--- config.mk ---
export PLATFORM = sky130hd
export DESIGN_NAME = seq_pattern_generator
export DESIGN_NICKNAME = d
export VERILOG_FILES = /design/src/rtl/seq_pkg.sv /design/src/rtl/pattern_shifter.sv /design/src/rtl/seq_pattern_generator.sv
export SDC_FILE = /design/constraint.sdc
export NUM_CORES = 1
export LEC_CHECK = 0
export ABC_AREA = 0
export CAP_MARGIN = 30
export CORE_ASPECT_RATIO = 0.5
export CORE_MARGIN = 2
export CORE_UTILIZATION = 59
export CTS_BUF_LIST = sky130_fd_sc_hd__clkbuf_16
export CTS_CLUSTER_SIZE = 12
export DETAILED_ROUTE_END_ITERATION = 10
export PLACE_DENSITY = 0.89
export SYNTH_ARGS = -nofsm -noshare
export SYNTH_HDL_FRONTEND = slang
export SYNTH_SLANG_ARGS = --single-unit
--- constraint.sdc ---
create_clock -name clk -period 5.8 [get_ports clk]
set_clock_uncertainty 0.15 [all_clocks]
set_input_delay 1.16 -clock clk [delete_from_list [all_inputs] [get_ports clk]]
set_output_delay 1.16 -clock clk [all_outputs]
set_load 0.1 [all_outputs]
--- src/rtl/seq_pkg.sv ---
// seq_pkg: shared state encodings and defaults for the serial pattern generator
package seq_pkg;
    localparam logic [1:0] ST_IDLE  = 2'd0;
    localparam logic [1:0] ST_SHIFT = 2'd1;
    localparam logic [1:0] ST_GAP   = 2'd2;
    localparam logic [1:0] ST_DONE  = 2'd3;
    typedef enum logic [1:0] {
        IDLE  = ST_IDLE,
        SHIFT = ST_SHIFT,
        GAP   = ST_GAP,
        DONE  = ST_DONE
    } state_t;
    localparam int DEF_PAT_W = 4;
    localparam int DEF_CNT_W = 8;
    localparam int DEF_GAP_W = 4;
    localparam logic [3:0] DEF_PATTERN = 4'b1011;
endpackage

--- src/rtl/pattern_shifter.sv ---
// pattern_shifter: holds the latched pattern, walks its bits MSB-first and flags the last bit
module pattern_shifter #(
    parameter int PAT_W = 4
) (
    input  logic             clk,
    input  logic             reset,
    input  logic             load,
    input  logic             shift,
    input  logic [PAT_W-1:0] pat_in,
    output logic             next_bit,
    output logic             first_bit,
    output logic             last_bit
);
    localparam int IW = $clog2(PAT_W);
    logic [PAT_W-1:0] pat;
    logic [PAT_W-2:0] sr;
    logic [IW-1:0]    idx;
    assign next_bit  = sr[PAT_W-2];
    assign first_bit = pat[PAT_W-1];
    assign last_bit  = idx == IW'(PAT_W - 1);
    // sr keeps the bits still to be sent after the one on the wire; it reloads after the last bit
    always_ff @(posedge clk or posedge reset) begin
        if (reset) begin
            pat <= '0;
            sr  <= '0;
            idx <= '0;
        end else if (load) begin
            pat <= pat_in;
            sr  <= pat_in[PAT_W-2:0];
            idx <= '0;
        end else if (shift) begin
            sr  <= last_bit ? pat[PAT_W-2:0] : sr << 1;
            idx <= last_bit ? '0 : idx + IW'(1);
        end
    end
endmodule

--- src/rtl/seq_pattern_generator.sv ---
// seq_pattern_generator: serializes a pattern MSB-first rep_count times with optional zero gaps
module seq_pattern_generator import seq_pkg::*; #(
    parameter int PAT_W = DEF_PAT_W,
    parameter int CNT_W = DEF_CNT_W,
    parameter int GAP_W = DEF_GAP_W
) (
    input  logic             clk,
    input  logic             reset,
    input  logic             start,
    input  logic [PAT_W-1:0] pattern_in,
    input  logic [CNT_W-1:0] rep_count,
    input  logic [GAP_W-1:0] gap_len,
    input  logic             abort,
    output logic             out_bit,
    output logic             out_valid,
    output logic             busy,
    output logic             done,
    output logic [CNT_W-1:0] pat_count
);
    state_t           state;
    logic [CNT_W-1:0] rep_q;
    logic [GAP_W-1:0] gap_q;
    logic [GAP_W-1:0] gap_cnt;
    logic [CNT_W-1:0] pat_next;
    logic             load;
    logic             shift;
    logic             next_bit;
    logic             first_bit;
    logic             last_bit;
    assign load     = state == IDLE && start;
    assign shift    = state == SHIFT && !abort;
    assign pat_next = pat_count + CNT_W'(1);
    pattern_shifter #(.PAT_W(PAT_W)) u_shifter (
        .clk       (clk),
        .reset     (reset),
        .load      (load),
        .shift     (shift),
        .pat_in    (pattern_in),
        .next_bit  (next_bit),
        .first_bit (first_bit),
        .last_bit  (last_bit)
    );
    // control FSM with registered outputs; abort in SHIFT/GAP overrides end-of-run
    always_ff @(posedge clk or posedge reset) begin
        if (reset) begin
            state     <= IDLE;
            rep_q     <= '0;
            gap_q     <= '0;
            gap_cnt   <= '0;
            out_bit   <= 1'b0;
            out_valid <= 1'b0;
            busy      <= 1'b0;
            done      <= 1'b0;
            pat_count <= '0;
        end else begin
            case (state)
                IDLE: if (start) begin
                    rep_q     <= rep_count;
                    gap_q     <= gap_len;
                    pat_count <= '0;
                    if (rep_count != '0) begin
                        state     <= SHIFT;
                        out_bit   <= pattern_in[PAT_W-1];
                        out_valid <= 1'b1;
                        busy      <= 1'b1;
                    end else begin
                        state <= DONE;
                        done  <= 1'b1;
                    end
                end
                SHIFT: if (abort) begin
                    state     <= IDLE;
                    out_bit   <= 1'b0;
                    out_valid <= 1'b0;
                    busy      <= 1'b0;
                end else if (!last_bit) begin
                    out_bit <= next_bit;
                end else begin
                    pat_count <= pat_next;
                    if (pat_next == rep_q) begin
                        state     <= DONE;
                        out_bit   <= 1'b0;
                        out_valid <= 1'b0;
                        busy      <= 1'b0;
                        done      <= 1'b1;
                    end else if (gap_q == '0) begin
                        out_bit <= first_bit;
                    end else begin
                        state   <= GAP;
                        out_bit <= 1'b0;
                        gap_cnt <= gap_q - GAP_W'(1);
                    end
                end
                GAP: if (abort) begin
                    state     <= IDLE;
                    out_bit   <= 1'b0;
                    out_valid <= 1'b0;
                    busy      <= 1'b0;
                end else if (gap_cnt == '0) begin
                    state   <= SHIFT;
                    out_bit <= first_bit;
                end else begin
                    gap_cnt <= gap_cnt - GAP_W'(1);
                end
                DONE: begin
                    state <= IDLE;
                    done  <= 1'b0;
                end
                default: state <= IDLE;
            endcase
        end
    end
endmodule
==> impl_results.md, run 1 <==
* Final nets at about 320
* Syn_area_per_cell at roughly 8.7 um^2
* Final setup fails at 0
* Dpl hpwl at 3870 um
* Port bufs at 31
* Synth Register Bits at 38
* CTS tree: built
* Post-synth ARST share at 100%
* R2R Setup Slk at 3.15 ns
* Crit path buffers/inverters at 1
* Vias in the first global route at between 1500 and 2000
* WHS Endpoint: u_shifter.pat[3]$_DFFE_PP0P_
* Hold Startpoint: u_shifter.pat[3]$_DFFE_PP0P_
* Routability Congestion at 0.841
* Reg power frac at 34.3%
* XOR/XNOR Fraction of Synth Area at 3.80%
* Commonest non-fill, non-tap cell in the layout: nand2_1
* CP required at 4.49 ns
* Total die area at 4450 um^2
* Sw frac at roughly 45%
* Worst vdd ir at roughly 350 uV
* Drt pass-1 iters at 4
* Clk Latency, worst-skew pair at 0.28 ns
* TritonCTS Buffers at 5
* WS Path Type: reg2out
* Max Slew Vio Count at 0
* Reg area at approximately 950 um^2
* Layout Cells excl Fill at 344
* Clk buf depth at 2
* Setup Fix Bufs, Post-CTS at 0
* Footprint of the multi-input gates at 1260 um^2
* DRC Markers at 0
* Reg2reg start: state[1]$_DFFE_PP0P_
* Synthesis Warnings at 0
* Final hold violation count at 0
* WP data arrival at between 2 and 2.5 ns
* Initial DRC Count at between 150 and 200
* Crit-path cells: clkdlybuf4s50_1
* Int Power at 743 uW
* Total Routing Usage GR at 26.6%
* Largest net degree at the start of global routing at 39
* Register area share after synthesis at 41.2%
* Crit share post-route at 57.5%
* Post_cts resized at 0
* WL final at 5550 um
* Fillers at 256
* Hold crit path type: reg2reg
* Placed Cells incl. Taps at roughly 340
* Syn nets at 294
* Clock Pin Slew Worst Setup and Hold Paths at 0.06 ns
* CP peak stage delay at 1.20 ns
* RSZ-0062 raised after global routing: false
* Cells on worst reg2reg path at 8
* Post-Synth Simple-Gate Area at 25.5%
* I/O Pins at 32
* Main combinational cell family by area after synthesis: simple AND/OR/NAND/NOR gates
* Crit path max-delay family: buffers and inverters
* Starting Density at between 60 and 70%
* Tmin final at roughly 3.3 ns
* Status: completed
* Gate count of the mapped netlist at ~270
* Least-Margin Pin Slew at slightly below 1 ns
* Total of max-cap violations at 0
* Unique masters post-synth at 46
* Sw power at 603 uW
* Combinational power share at 46.3%
* Slew headroom at 35.0%
* Die Wd at slightly above 90 um
* WL/cell at 16.1 um
* Critical path endpoint category: output port
* Max Clk Rate at between 200 and 300 MHz
* Leak pwr at 1.24 nW
* Nature of the critical path startpoint: register
* H-tree depth at 2
* Area of the core at around 3600 um^2
* Post-route ant nets at 0
* Hold path depth at 2
* Share of cells above drive strength 1 at about 4.1%
* Pre-CTS WS at 2.49 ns
* Clock sinks at 38
* DIE HEIGHT at 48.2 um
* Ys flop type: dfrtp_1
* Post-synth EDFFs at 0
* Setup TNS at 0 ns
* DR vias at 2054
* Post-CTS Hold Buffers at 0
* Synthesized cell area at 2310 um^2
* Compound-Gate Fraction of Synth Area at around 15%
* Grt ovf at 0
* Mux share of post-synthesis cell area at ~5.8%
* Initial antenna violation count at 0
* CTS Root Cell: clkbuf_16
* Wire length of the first global-routing pass at 8890 um
* Final worst setup slack at between 2 and 2.5 ns
* Clock share of power at 19.4%
* Synth Area in Adders at 4.88%
* Slowest cell on crit path: clkdlybuf4s50_1
* # diodes at 0
* Row cnt at 15
* Layout area overhead at 19.9%
* Worst R2R End: pat_count[2]$_DFFE_PP0P_
* Power density of the placed cells at 487 nW/um^2
* Vias per std cell at 5.97
* Commonest cells after routing, fill and taps aside: nand2_1, dfrtp_1, clkdlybuf4s50_1, o21ai_0, nor2_1
* Crit Path Max Fanout at 10
[state kept, by name (all words and copies together), names as in the netlist]
name and flops:
gap_cnt 4, state 2, out_bit 1, u_shifter.sr 3
busy 1, gap_q 4, pat_count 8, rep_q 8
u_shifter.pat 4, done 1, u_shifter.idx 2
[routing by layer]
metal | part of all wire [%] | wire, um | GRT usage [%] | vias to the layer above
li1 | - | - | - | 974
met1 | 46 | 2530 | 34.0 | 990
met2 | 47 | 2610 | 46.7 | 85
met3 | 6.8 | 377 | 4.95 | 5
met4 | 0.65 | 36 | 11.9 | 0
met5 | 0 | 0 | 0 | -
[Yosys cell counts, drive strengths merged (6+ instances only)]
library cell  instances  area share, %
a21oi                11            2.4
clkbuf                7            1.1
mux2i                11            4.8
nand2                68             11
nor2                 14            2.3
inv                   9            1.5
xor2                  7            2.7
dfrtp                38             41
nand3                 6            1.3
ha                    9            4.9
o21ai                18            3.9
[logic make-up after synthesis]
group                    after synthesis
AO/OA/AOI/OAI                         50
XOR/XNOR                              10
adder cells (fa/ha/maj)                9
multiplexers                          13
flip-flops                            38
AND/OR/NAND/NOR                      124
buffers and inverters                 21
[stage by stage]
step | utilization [%] | total power, mW | hold WS (ns) | area (um^2)
floorplan | - | 0.915 | 0.288 | 2310
global placement | 73.3 | 1.03 | 0.306 | 2630
detailed placement | 73.3 | 1.06 | 0.318 | 2630
CTS | 77.1 | 1.33 | 0.349 | 2770
global route | 77.1 | 1.42 | 0.371 | 2770
finish | 77.1 | 1.35 | 0.344 | 2770
[final cells by class]
class / count / share of cell area [%]
Multi-Input combinational cell: 206 / 45.7
Sequential cell: 38 / 34.4
Timing Repair Buffer: 32 / 11.5
Clock buffer: 5 / 4.52
Tap cell: 51 / 2.31
Inverter: 9 / 1.22
Clock inverter: 3 / 0.407
[power groups by stage]
| stage | Clock (mW) | Combinational, mW | Sequential, mW |
|---|---|---|---|
| after floorplan | 0 | 0.414 | 0.500 |
| after global placement | 0 | 0.583 | 0.449 |
| after detailed placement | 0 | 0.607 | 0.458 |
| after CTS | 0.261 | 0.619 | 0.455 |
| after global routing | 0.270 | 0.683 | 0.469 |
| final | 0.261 | 0.623 | 0.461 |
[worst max path at each step]
stage	startpoint	slack [ns]	endpoint	cells past startpoint
after floorplan	pat_count[5]$_DFFE_PP0P_	2.88	gap_cnt[0]$_DFFE_PP0P_	6
after global placement	rep_count[7]	2.52	done$_DFFE_PP0P_	7
after detailed placement	start	2.49	pat_count[3]$_DFFE_PP0P_	7
after CTS	pat_count[3]$_DFFE_PP0P_	2.46	pat_count[3]	1
after global routing	pat_count[3]$_DFFE_PP0P_	2.42	pat_count[3]	1
final	pat_count[3]$_DFFE_PP0P_	2.47	pat_count[3]	1
(Power assumes the default switching activity.)
==> run 2: changes to the inputs <==
Settings changed: CORE_UTILIZATION 59 to 55, PLACE_DENSITY 0.89 to 0.84.
Clock period 5.8 ns to 3.07 ns, I/O delays scaled along.
==> run 2 against run 1 <==
Against the previous run: first-iteration DRC count decreased by 7.8%; global-route usage shrank 1.3 points; routed wire length shrank 5.9%; setup slack worse by 2.0 ns; combinational power rose by 86%; power grew 85%; sequential share of layout area grew 0.19 points; via count shrank 1.9%; register-to-register slack got worse by 2.7 ns; critical path type is now reg2reg; critical endpoint is now state[1]$_DFFE_PP0P_; count of clock-buffer cells in the layout unchanged.
==> impl_results.md, run 2 (same netlist as run 1, synthesis figures left out) <==
* Setup TNS at 0 ns
* WS Path Type: reg2reg
* Total die area at 4760 um^2
* Pre-CTS WS at roughly 0.38 ns
* Slew headroom at 52.0%
* Crit Path Max Fanout at 7
* Status: completed
* CP most frequent cell: nand3_1
* Share of cells above drive strength 1 at 8.84%
* Slowest cell on crit path: dfrtp_1
* Post-route ant nets at 0
* Setup Fix Bufs, Post-CTS at 0
* Clk Latency, worst-skew pair at ~0.28 ns
* Commonest cells after routing, fill and taps aside: nand2_1, dfrtp_1, clkdlybuf4s50_1, o21ai_0, buf_4
* Clk buf depth at 2
* WL final at 5220 um
* Initial DRC Count at 141
* Post-DP Area at 2620 um^2
* Area of the core at 3960 um^2
* Max Slew Vio Count at 0
* Clock Pin Slew Worst Setup and Hold Paths at 0.05 ns
* Post-CTS Hold Buffers at 0
* DR vias at 2015
* Commonest non-fill, non-tap cell in the layout: nand2_1
* Grt ovf at 0
* Crit share post-route at around 85%
* Clock sinks at 38
* CP required at roughly 3.1 ns
* Hold Startpoint: u_shifter.pat[0]$_DFFE_PP0P_
* WHS Endpoint: u_shifter.pat[0]$_DFFE_PP0P_
* Final hold violation count at 0
* WL/cell at 15.0 um
* Leak pwr at between 1 and 1.5 nW
* Layout area overhead at 19.3%
* H-tree depth at 2
* Port bufs at 31
* Max Clk Rate at 385 MHz
* Total Routing Usage GR at 25.2%
* CTS Root Cell: clkbuf_16
* Wire length of the first global-routing pass at 9060 um
* TritonCTS Buffers at 5
* WP data arrival at around 2.7 ns
* Footprint of the multi-input gates at ~1300 um^2
* Row cnt at 16
* CTS tree: built
* CP peak stage delay at 0.47 ns
* # diodes at 0
* Hold path depth at 2
* Post_cts resized at 0
* Least-Margin Pin Slew at 0.721 ns
* Vias in the first global route at about 1900
* Reg2reg start: pat_count[0]$_DFFE_PP0P_
* Starting Density at between 50% and 60%
* Critical path endpoint category: register
* Dpl hpwl at 3800 um
* Vias per std cell at 5.79
* I/O Pins at 32
* Total power at ~2.5 mW
* DRC Markers at 0
* Worst vdd ir at roughly 860 uV
* Die Wd at around 96 um
* Hold crit path type: reg2reg
* Crit-path cells: ha_1 > nand3_1 > nor3b_1 > o211a_1 > nand3_1 > a31oi_1 > mux2i_1
* Total of max-cap violations at 0
* Cells on worst reg2reg path at 7
* Nature of the critical path startpoint: register
* RSZ-0062 raised after global routing: false
* Initial antenna violation count at 0
* Final setup fails at 0
* Reg area at 951 um^2
* DIE HEIGHT at ~50 um
* Routability Congestion at 0.872
* Biggest regs: pat_count x8, rep_q x8
* Final worst setup slack at 0.475 ns
* Tmin final at 2.60 ns
* Fillers at about 300
* R2R Setup Slk at 0.47 ns
* Final nets at 323
* Final instance area at 2750 um^2
* Worst R2R End: state[1]$_DFFE_PP0P_
* Largest net degree at the start of global routing at 39
* Drt pass-1 iters at 4
* Power density of the placed cells at 907 nW/um^2
==> run 2: stage by stage <==
stage	util (%)	hold slack, ns	std cells
after detailed placement	66.0	0.307	341
final	69.4	0.317	348
after global routing	69.4	0.365	348
after CTS	69.4	0.320	348
after floorplan	-	0.288	265
after global placement	66.0	0.307	341
==> run 2: layout make-up <==
class	instances	share of cell area, %
well taps	54	2.46
inverters	9	1.23
clock inverters	2	0.273
repair buffers	34	11.0
flip-flops and latches	38	34.6
clock buffers	5	4.55
multi-input cells	206	45.9
==> run 2: report_power, final <==
| group | leakage [nW] | internal [mW] | switching (mW) |
|---|---|---|---|
| clock network | 0.0723 | 0.290 | 0.184 |
| registers | 0.482 | 0.686 | 0.176 |
| logic | 0.717 | 0.426 | 0.733 |
| total | 1.27 | 1.40 | 1.09 |
==> run 2: metal layers <==
layer	wire [um]	GRT usage, %	vias to the layer above	share of wire, %
met4	88	9.52	0	1.7
met1	2360	35.0	944	45
li1	-	-	983	-
met5	0	0	-	0
met2	2400	38.6	75	46
met3	371	5.81	13	7.1
==> run 2: critical path: cells and delay by family (launching register included) <==
| family | cells | cell delay [ns] |
|---|---|---|
| AOI/OAI and AO/OA | 2 | 0.52 |
| adders and majority gates | 1 | 0.34 |
| DFF | 1 | 0.47 |
| muxes | 1 | 0.21 |
| and+or+nand+nor | 3 | 0.82 |
==> run 2: worst max-delay path by stage <==
| stage | start | endpoint | slack, ns | cells past startpoint |
|---|---|---|---|---|
| 6_report | pat_count[0]$_DFFE_PP0P_ | state[1]$_DFFE_PP0P_ | 0.47 | 7 |
| 5_1_grt | pat_count[0]$_DFFE_PP0P_ | state[1]$_DFFE_PP0P_ | 0.36 | 7 |
| 4_1_cts | pat_count[0]$_DFFE_PP0P_ | state[1]$_DFFE_PP0P_ | 0.53 | 7 |
| 3_5_place_dp | rep_count[3] | done$_DFFE_PP0P_ | 0.38 | 7 |
| 3_3_place_gp | rep_count[6] | done$_DFFE_PP0P_ | 0.43 | 7 |
| 2_1_floorplan | pat_count[5]$_DFFE_PP0P_ | gap_cnt[0]$_DFFE_PP0P_ | 0.15 | 6 |
